## src/rtl/pc_sequencer.sv

```systemverilog
// pc_sequencer: next-PC selection with a return-address stack and a RUN/HALT/STEP control FSM.
module pc_sequencer #(
  parameter logic [11:0] RESET_PC = 12'h000,
  parameter int STACK_DEPTH = 4
) (
  input  logic clk,
  input  logic rst_n,
  input  logic jmp_en,
  input  logic call_en,
  input  logic ret_en,
  input  logic [11:0] jump_addr,
  input  logic halt_req,
  input  logic resume,
  input  logic step,
  output logic [15:0] pc,
  output logic halted,
  output logic [$clog2(STACK_DEPTH+1)-1:0] stack_cnt,
  output logic stack_err
);
  localparam int CW = $clog2(STACK_DEPTH+1);
  localparam logic [1:0] RUN = 2'd0, HALT = 2'd1, STEP = 2'd2;
  logic [1:0] state, state_nxt;
  logic [11:0] pc_r, pc_nxt, pc_inc;
  logic [11:0] stk [2**CW];
  logic [CW-1:0] cnt, top;
  logic err, run, empty, full, do_halt, do_ret, do_call, do_jmp;
  always_comb begin
    pc_inc = pc_r + 12'd1;
    run = state != HALT;
    top = cnt - 1'b1;
    empty = cnt == '0;
    full = cnt == CW'(STACK_DEPTH);
    do_halt = run && halt_req;
    do_ret = run && !halt_req && ret_en;
    do_call = run && !halt_req && !ret_en && call_en;
    do_jmp = run && !halt_req && !ret_en && !call_en && jmp_en;
    pc_nxt = !run ? ((resume || step) ? pc_inc : pc_r)
           : do_halt ? pc_r
           : (do_ret && !empty) ? stk[top]
           : (do_call || do_jmp) ? jump_addr
           : pc_inc;
    state_nxt = state == HALT ? (resume ? RUN : step ? STEP : HALT)
              : state == STEP ? HALT
              : halt_req ? HALT : RUN;
  end
  always_ff @(posedge clk or negedge rst_n) begin
    if (!rst_n) begin
      state <= RUN;
      halted <= 1'b0;
      pc_r <= RESET_PC;
      cnt <= '0;
      err <= 1'b0;
    end else begin
      state <= state_nxt;
      halted <= state_nxt == HALT;
      pc_r <= pc_nxt;
      if (do_ret && !empty) cnt <= top;
      else if (do_call && !full) cnt <= cnt + 1'b1;
      if ((do_ret && empty) || (do_call && full)) err <= 1'b1;
    end
  end
  // Stack contents need no reset; only entries below cnt are ever read.
  always_ff @(posedge clk) if (do_call && !full) stk[cnt] <= pc_inc;
  assign pc = {4'h0, pc_r};
  assign stack_cnt = cnt;
  assign stack_err = err;
endmodule

```

## config.mk

```make
export PLATFORM = sky130hd
export DESIGN_NAME = pc_sequencer
export DESIGN_NICKNAME = d
export VERILOG_FILES = /design/src/rtl/pc_sequencer.sv
export SDC_FILE = /design/constraint.sdc
export NUM_CORES = 1
export LEC_CHECK = 0
export BUFFER_PORTS_ARGS = -buffer_cell sky130_fd_sc_hd__buf_2
export CAP_MARGIN = 5
export CORE_MARGIN = 4
export CORE_UTILIZATION = 45
export CTS_CLUSTER_SIZE = 12
export DETAILED_ROUTE_END_ITERATION = 10
export GPL_ROUTABILITY_DRIVEN = 0
export PLACE_DENSITY = 0.63
export SLEW_MARGIN = 10
export SYNTH_ARGS = -nofsm -noshare
export SYNTH_HDL_FRONTEND = slang
export SYNTH_SLANG_ARGS = --single-unit
```

## constraint.sdc

```tcl
create_clock -name clk -period 2.5 [get_ports clk]
set_input_delay 0.125 -clock clk [delete_from_list [all_inputs] [get_ports clk]]
set_output_delay 0.125 -clock clk [all_outputs]
set_load 0.02 [all_outputs]
```

==> results.json, run 1 <==
{
  "rsz0062_at_grt": "false",
  "fin_crit_ns": 2.28,
  "max_slew.worst_pin.slew_ns": 0.731,
  "cts-root-buf": "clkbuf_16",
  "cts.clk_slew.worst_paths_ns": 0.05,
  "power_density_nw_per_um2": 1280,
  "ys_top_cells_by_area": "edfxtp_1 (55%), mux4_2 (10%), dfrtp_1 (9.1%), mux2i_1 (2.3%), nand2_1 (1.5%)",
  "cts_htree_levels": 4,
  "r2r-end": "pc_r[6]",
  "ff2ff_setup_slack_ns": 0.22,
  "initial_utilization": 0.459,
  "top_layer": "met4",
  "setup_slack_ns": 0.219,
  "wl_met3_um": 801,
  "path_cells": "inv_1 > ha_1 > buf_4 > mux4_2 > mux2i_1 > nor2_1 > o32a_1",
  "grt_pass1_wl_um": 19100,
  "finalSetupTns_ns": 0,
  "wl_met1_um": 5340,
  "antenna_found_initial": 0,
  "cp_max_fo": 18,
  "final.fill_count": 936,
  "path_buf_inv": 2,
  "cts_buffer_depth": 2,
  "required_ns": 2.79,
  "rows": 39,
  "worstSetupPathType": "reg2reg",
  "diodes": 0,
  "drt_iter0_drc": 295,
  "synthArstFlopShare": 0.165,
  "grt_max_degree": 32,
  "worst_hold_path_type": "in2reg",
  "ys_types": 62,
  "hold_viol_final": 0,
  "drv_slew": 0,
  "overflow": 0,
  "final_area_um2": 6220,
  "nets": 427,
  "max_cap_viol_count": 0,
  "synthCells": 337,
  "reg2reg_depth": 7,
  "hold_depth": 3,
  "area_growth_syn_to_layout_pct": 19.3,
  "cts_tree": "yes",
  "cts_buffers": 17,
  "place_ws_ns": 0.229,
  "die_h_um": 116,
  "irDropWorstVdd_mv": 0.520,
  "hold_end": "pc_r[3]",
  "post-route-period-util": 0.912,
  "grt_util_all_layers": 0.198,
  "final_cell_mix": "edfxtp_1 (96), buf_2 (36), mux4_2 (24), buf_4 (24), nand2_1 (21)",
  "clk_latency_ns": 0.41,
  "slew_headroom": 0.509,
  "synth_top_area_frac": 0.553,
  "yosysWarnings": 0,
  "drc_errors": 0,
  "wl_per_cell_um": 21.7,
  "synthFlopType": "edfxtp_1",
  "place_hpwl_um": 8010,
  "final_antenna_net_count": 0,
  "endpoint_kind": "flip-flop",
  "worstReg2RegStart": "stack_cnt[1]",
  "layout-drive-gt1-share": 0.308,
  "crit_family": "multiplexers",
  "port_buffers": 36,
  "final_common_cell": "edfxtp_1",
  "start_kind": "flip-flop",
  "die_area_um2": 13400,
  "die_width_um": 116,
  "wl_met2_um": 5760,
  "drt_wl_total_um": 12100,
  "slowest_delay_ns": 0.50,
  "cts_resized": 0,
  "p_leak_nw": 2.25,
  "fmaxAchievable_mhz": 438,
  "crit_slowest_cell": "dfrtp_1",
  "synth-edff-count": 96,
  "setup_viol": 0,
  "ys_seq_area_frac": 0.644,
  "pin_count": 41,
  "min_from": "jump_addr[3]",
  "core-area_um2": 11400,
  "syn_area_um2": 5210,
  "status": "finished clean",
  "cts.sinks": 115,
  "ys_ff_latch": 115,
  "grt_pass1_vias": 3300,
  "vias": 3175,
  "vias_per_cell": 5.69,
  "syn_area_per_cell_um2": 15.5,
  "worstPathArrival_ns": 2.57,
  "drtPass1Iterations": 5,
  "placed_area_um2": 5640,
  "finClkSkew_ns": 0.0127,
  "yosys.area.top_type": "edfxtp_1"
}
==> worst max-delay path by stage <==
stage / from / endpoint / slack [ns] / cells past startpoint
after global placement: stack_cnt[1] / pc_r[6] / 0.28 / 7
final: stack_cnt[1] / pc_r[6] / 0.22 / 7
after CTS: stack_cnt[1] / pc_r[6] / 0.21 / 7
after global routing: stack_cnt[1] / pc_r[6] / 0.1 / 7
after floorplan: stack_cnt[0] / pc_r[11] / 0.03 / 9
after detailed placement: stack_cnt[1] / pc_r[6] / 0.23 / 7
==> synth_stat cells, drive strengths merged (5+ instances only) <==
| master | number |
|---|---|
| nand2 | 21 |
| mux2i | 12 |
| buf | 18 |
| o21ai | 26 |
| nand3 | 5 |
| mux4 | 24 |
| dfrtp | 19 |
| a21oi | 12 |
| xnor2 | 8 |
| nor2 | 17 |
| inv | 13 |
| edfxtp | 96 |
==> flip-flops by register name, indices dropped and copies added, names as in the netlist <==
signal	flops
halted	1
stack_cnt	3
stack_err	1
stk	96
pc_r	12
state	2
==> worst min-delay path: cells and delay by family <==
kind / cells / cell delay [ns]
AOI/OAI and AO/OA: 1 / 0.10
muxes: 1 / 0.12
buffers and inverters: 1 / 0.11
==> area by class of cell <==
type                    count  area (um^2)  share of cell area
clock buffers              19          433              0.0696
clock inverters            12          116              0.0187
repair buffers             64          410              0.0660
inverters                  13         48.8             0.00784
multi-input cells         192         1680               0.269
well taps                 143          179              0.0288
flip-flops and latches    115         3360               0.540
==> per-stage QoR <==
step           cells  utilization  hold WS (ns)  total power, mW
2_1_floorplan    340            -        -0.171             4.89
3_3_place_gp     524        0.496         0.114             5.74
3_5_place_dp     524        0.496         0.116             5.81
4_1_cts          558        0.547        0.0853             8.06
5_1_grt          558        0.547         0.119             8.42
6_report         558        0.547        0.0966             7.98
==> layer usage <==
metal	GRT usage	vias up
li1	-	1439
met1	0.273	1596
met2	0.303	121
met3	0.0543	19
met4	0.0719	0
met5	0	-
==> kinds of logic after synthesis <==
kind of cell	count (synthesis)	synth area share
buffers and inverters	33	0.0386
other	1	0.000719
flip-flops	115	0.644
AND/OR/NAND/NOR	68	0.0722
adder cells (fa/ha/maj)	4	0.00960
XOR/XNOR	12	0.0202
AO/OA/AOI/OAI	66	0.0835
multiplexers	38	0.131
==> power by group <==
part	total [mW]	switching, mW	internal (mW)
logic	2.93	1.67	1.26
registers	2.82	0.249	2.57
clock network	2.23	0.788	1.44
total	7.98	2.71	5.28
==> what timing repair did <==
item,4_1_cts,5_1_grt
endpoints found under the hold margin,20,0
setup buffers,0,0
hold buffers,3,0
endpoints found under the setup margin,0,0
No activity file was read; power rests on OpenSTA's default activity.
==> inputs of run 2 (changes only) <==
Settings changed: BUFFER_PORTS_ARGS -buffer_cell sky130_fd_sc_hd__buf_2 to -buffer_cell sky130_fd_sc_hd__buf_4.
==> run 2 against run 1 <==
  * Register-to-register slack gained 0.05 ns
  * Critical path depth stayed put
  * Setup slack better by 0.054 ns
  * Highest routed layer unchanged
  * Clock power rose by 11%
==> results.json, run 2 (synthesis gave the netlist of run 1 again) <==
{
  "status": "finished clean",
  "p_clk_frac": 0.294,
  "grt_util_all_layers": 0.204,
  "final_cell_mix": "edfxtp_1 (96), buf_4 (64), mux4_2 (24), nand2_1 (21), dfrtp_1 (18)",
  "cp_max_fo": 26,
  "cts.clk_slew.worst_paths_ns": 0.06,
  "diodes": 0,
  "setup_slack_ns": 0.272,
  "endpoint_kind": "flip-flop",
  "p_comb_frac": 0.370,
  "max_cap_viol_count": 0,
  "crit_slowest_cell": "dfrtp_1",
  "grt_pass1_wl_um": 19300,
  "cts_tree": "yes",
  "fmaxAchievable_mhz": 449,
  "layout-drive-gt1-share": 0.325,
  "final_common_cell": "edfxtp_1",
  "fin_crit_ns": 2.23,
  "initial_utilization": 0.459,
  "worstPathArrival_ns": 2.53,
  "max_slew.worst_pin.slew_ns": 0.745,
  "port_buffers": 36,
  "vias_per_cell": 5.72,
  "die_area_um2": 13400,
  "p_int_mw": 5.53,
  "setup_viol": 0,
  "postCtsSetupRepairBufs": 0,
  "cts-root-buf": "clkbuf_16",
  "area_growth_syn_to_layout_pct": 22.7,
  "vias": 3215,
  "hold_viol_final": 0,
  "drt_wl_total_um": 12700,
  "p_switching_mw": 2.89,
  "place_hpwl_um": 8620,
  "wl_per_cell_um": 22.6,
  "worstSetupPathType": "reg2reg",
  "worstReg2RegStart": "stack_cnt[1]",
  "worst_hold_path_type": "in2reg",
  "swShare": 0.344,
  "slew_headroom": 0.500,
  "start_kind": "flip-flop",
  "place_ws_ns": 0.320,
  "required_ns": 2.80,
  "largest_reg_flops": 96,
  "min_from": "call_en",
  "cts.sinks": 115,
  "post-route-period-util": 0.891,
  "seq_power_share": 0.336,
  "pin_count": 41,
  "cts_buffers": 17,
  "grt_max_degree": 27,
  "final_antenna_net_count": 0,
  "grt_pass1_vias": 3313,
  "die_width_um": 116,
  "slowest_delay_ns": 0.51,
  "overflow": 0,
  "drv_slew": 0,
  "nets": 431,
  "drtPass1Iterations": 5,
  "power_density_nw_per_um2": 1320,
  "rsz0062_at_grt": "false",
  "path_cells": "inv_1 > ha_1 > buf_12 > mux4_2 > mux2i_1 > o21ai_0 > o21a_1",
  "irDropWorstVdd_mv": 0.626,
  "p_leak_nw": 2.33,
  "antenna_found_initial": 0,
  "clk_latency_ns": 0.42,
  "drt_iter0_drc": 307,
  "rows": 39,
  "finalSetupTns_ns": 0,
  "setup.worst_path.start": "stack_cnt[1]",
  "cts_buffer_depth": 2,
  "core-area_um2": 11400,
  "drc_errors": 0,
  "finClkSkew_ns": 0.0122,
  "top_register": "stk",
  "die_h_um": 116,
  "cts_htree_levels": 4
}
## run 2: timing repair
action,in CTS,in global routing
hold endpoints to repair,20,0
hold buffers,3,0
gates resized for setup,0,0
## run 2: stage by stage
| step | cells | hold slack (ns) | cell area (um^2) | total power [mW] | utilization |
|---|---|---|---|---|---|
| after CTS | 562 | 0.109 | 6400 | 8.46 | 0.563 |
| final | 562 | 0.125 | 6400 | 8.42 | 0.563 |
| after detailed placement | 528 | 0.0247 | 5760 | 5.97 | 0.507 |
| after global routing | 562 | 0.146 | 6400 | 8.79 | 0.563 |
| after global placement | 528 | 0.0273 | 5760 | 5.90 | 0.507 |
| after floorplan | 340 | -0.171 | 5230 | 4.89 | - |
## run 2: path summary, 6_finish.rpt
kind                       depth (start not counted)           end  slack [ns]
max                                                7       pc_r[5]        0.27
min                                                4     stack_err        0.12
max reg2reg                                        7       pc_r[5]        0.27
min reg2reg                                        1     stack_err        0.49
max in group asynchronous                          2  stack_cnt[0]        2.12
min in group asynchronous                          2      state[0]        0.14
## run 2: worst max-delay path, delay by kind of cell, from the launching register on
kind | cells | cell delay, ns
AO/OA/AOI/OAI | 2 | 0.35
adder cells (fa/ha/maj) | 1 | 0.34
buffers and inverters | 2 | 0.35
flip-flops | 1 | 0.51
multiplexers | 2 | 0.55
## run 2: power groups by stage
stage | combinational (mW) | sequential (mW) | clock [mW]
after floorplan | 1.96 | 2.92 | 0
after global placement | 3.04 | 2.86 | 0
after detailed placement | 3.10 | 2.87 | 0
after CTS | 3.13 | 2.83 | 2.50
after global routing | 3.34 | 2.87 | 2.58
final | 3.11 | 2.83 | 2.47
## run 2: area by class of cell
class / instances / area (um^2)
clock buffer: 17 / 425
fill: 897 / 4970
multi-input combinational: 192 / 1680
timing repair buffer: 68 / 531
inverter: 13 / 48.8
tap: 143 / 179
clock inverter: 14 / 178
sequential: 115 / 3360
## run 2: per-layer routing
| layer | GRT usage | share of wire | vias to the layer above |
|---|---|---|---|
| li1 | - | - | 1445 |
| met1 | 0.285 | 0.43 | 1603 |
| met2 | 0.297 | 0.47 | 144 |
| met3 | 0.0559 | 0.081 | 23 |
| met4 | 0.0990 | 0.022 | 0 |
| met5 | 0 | 0 | - |
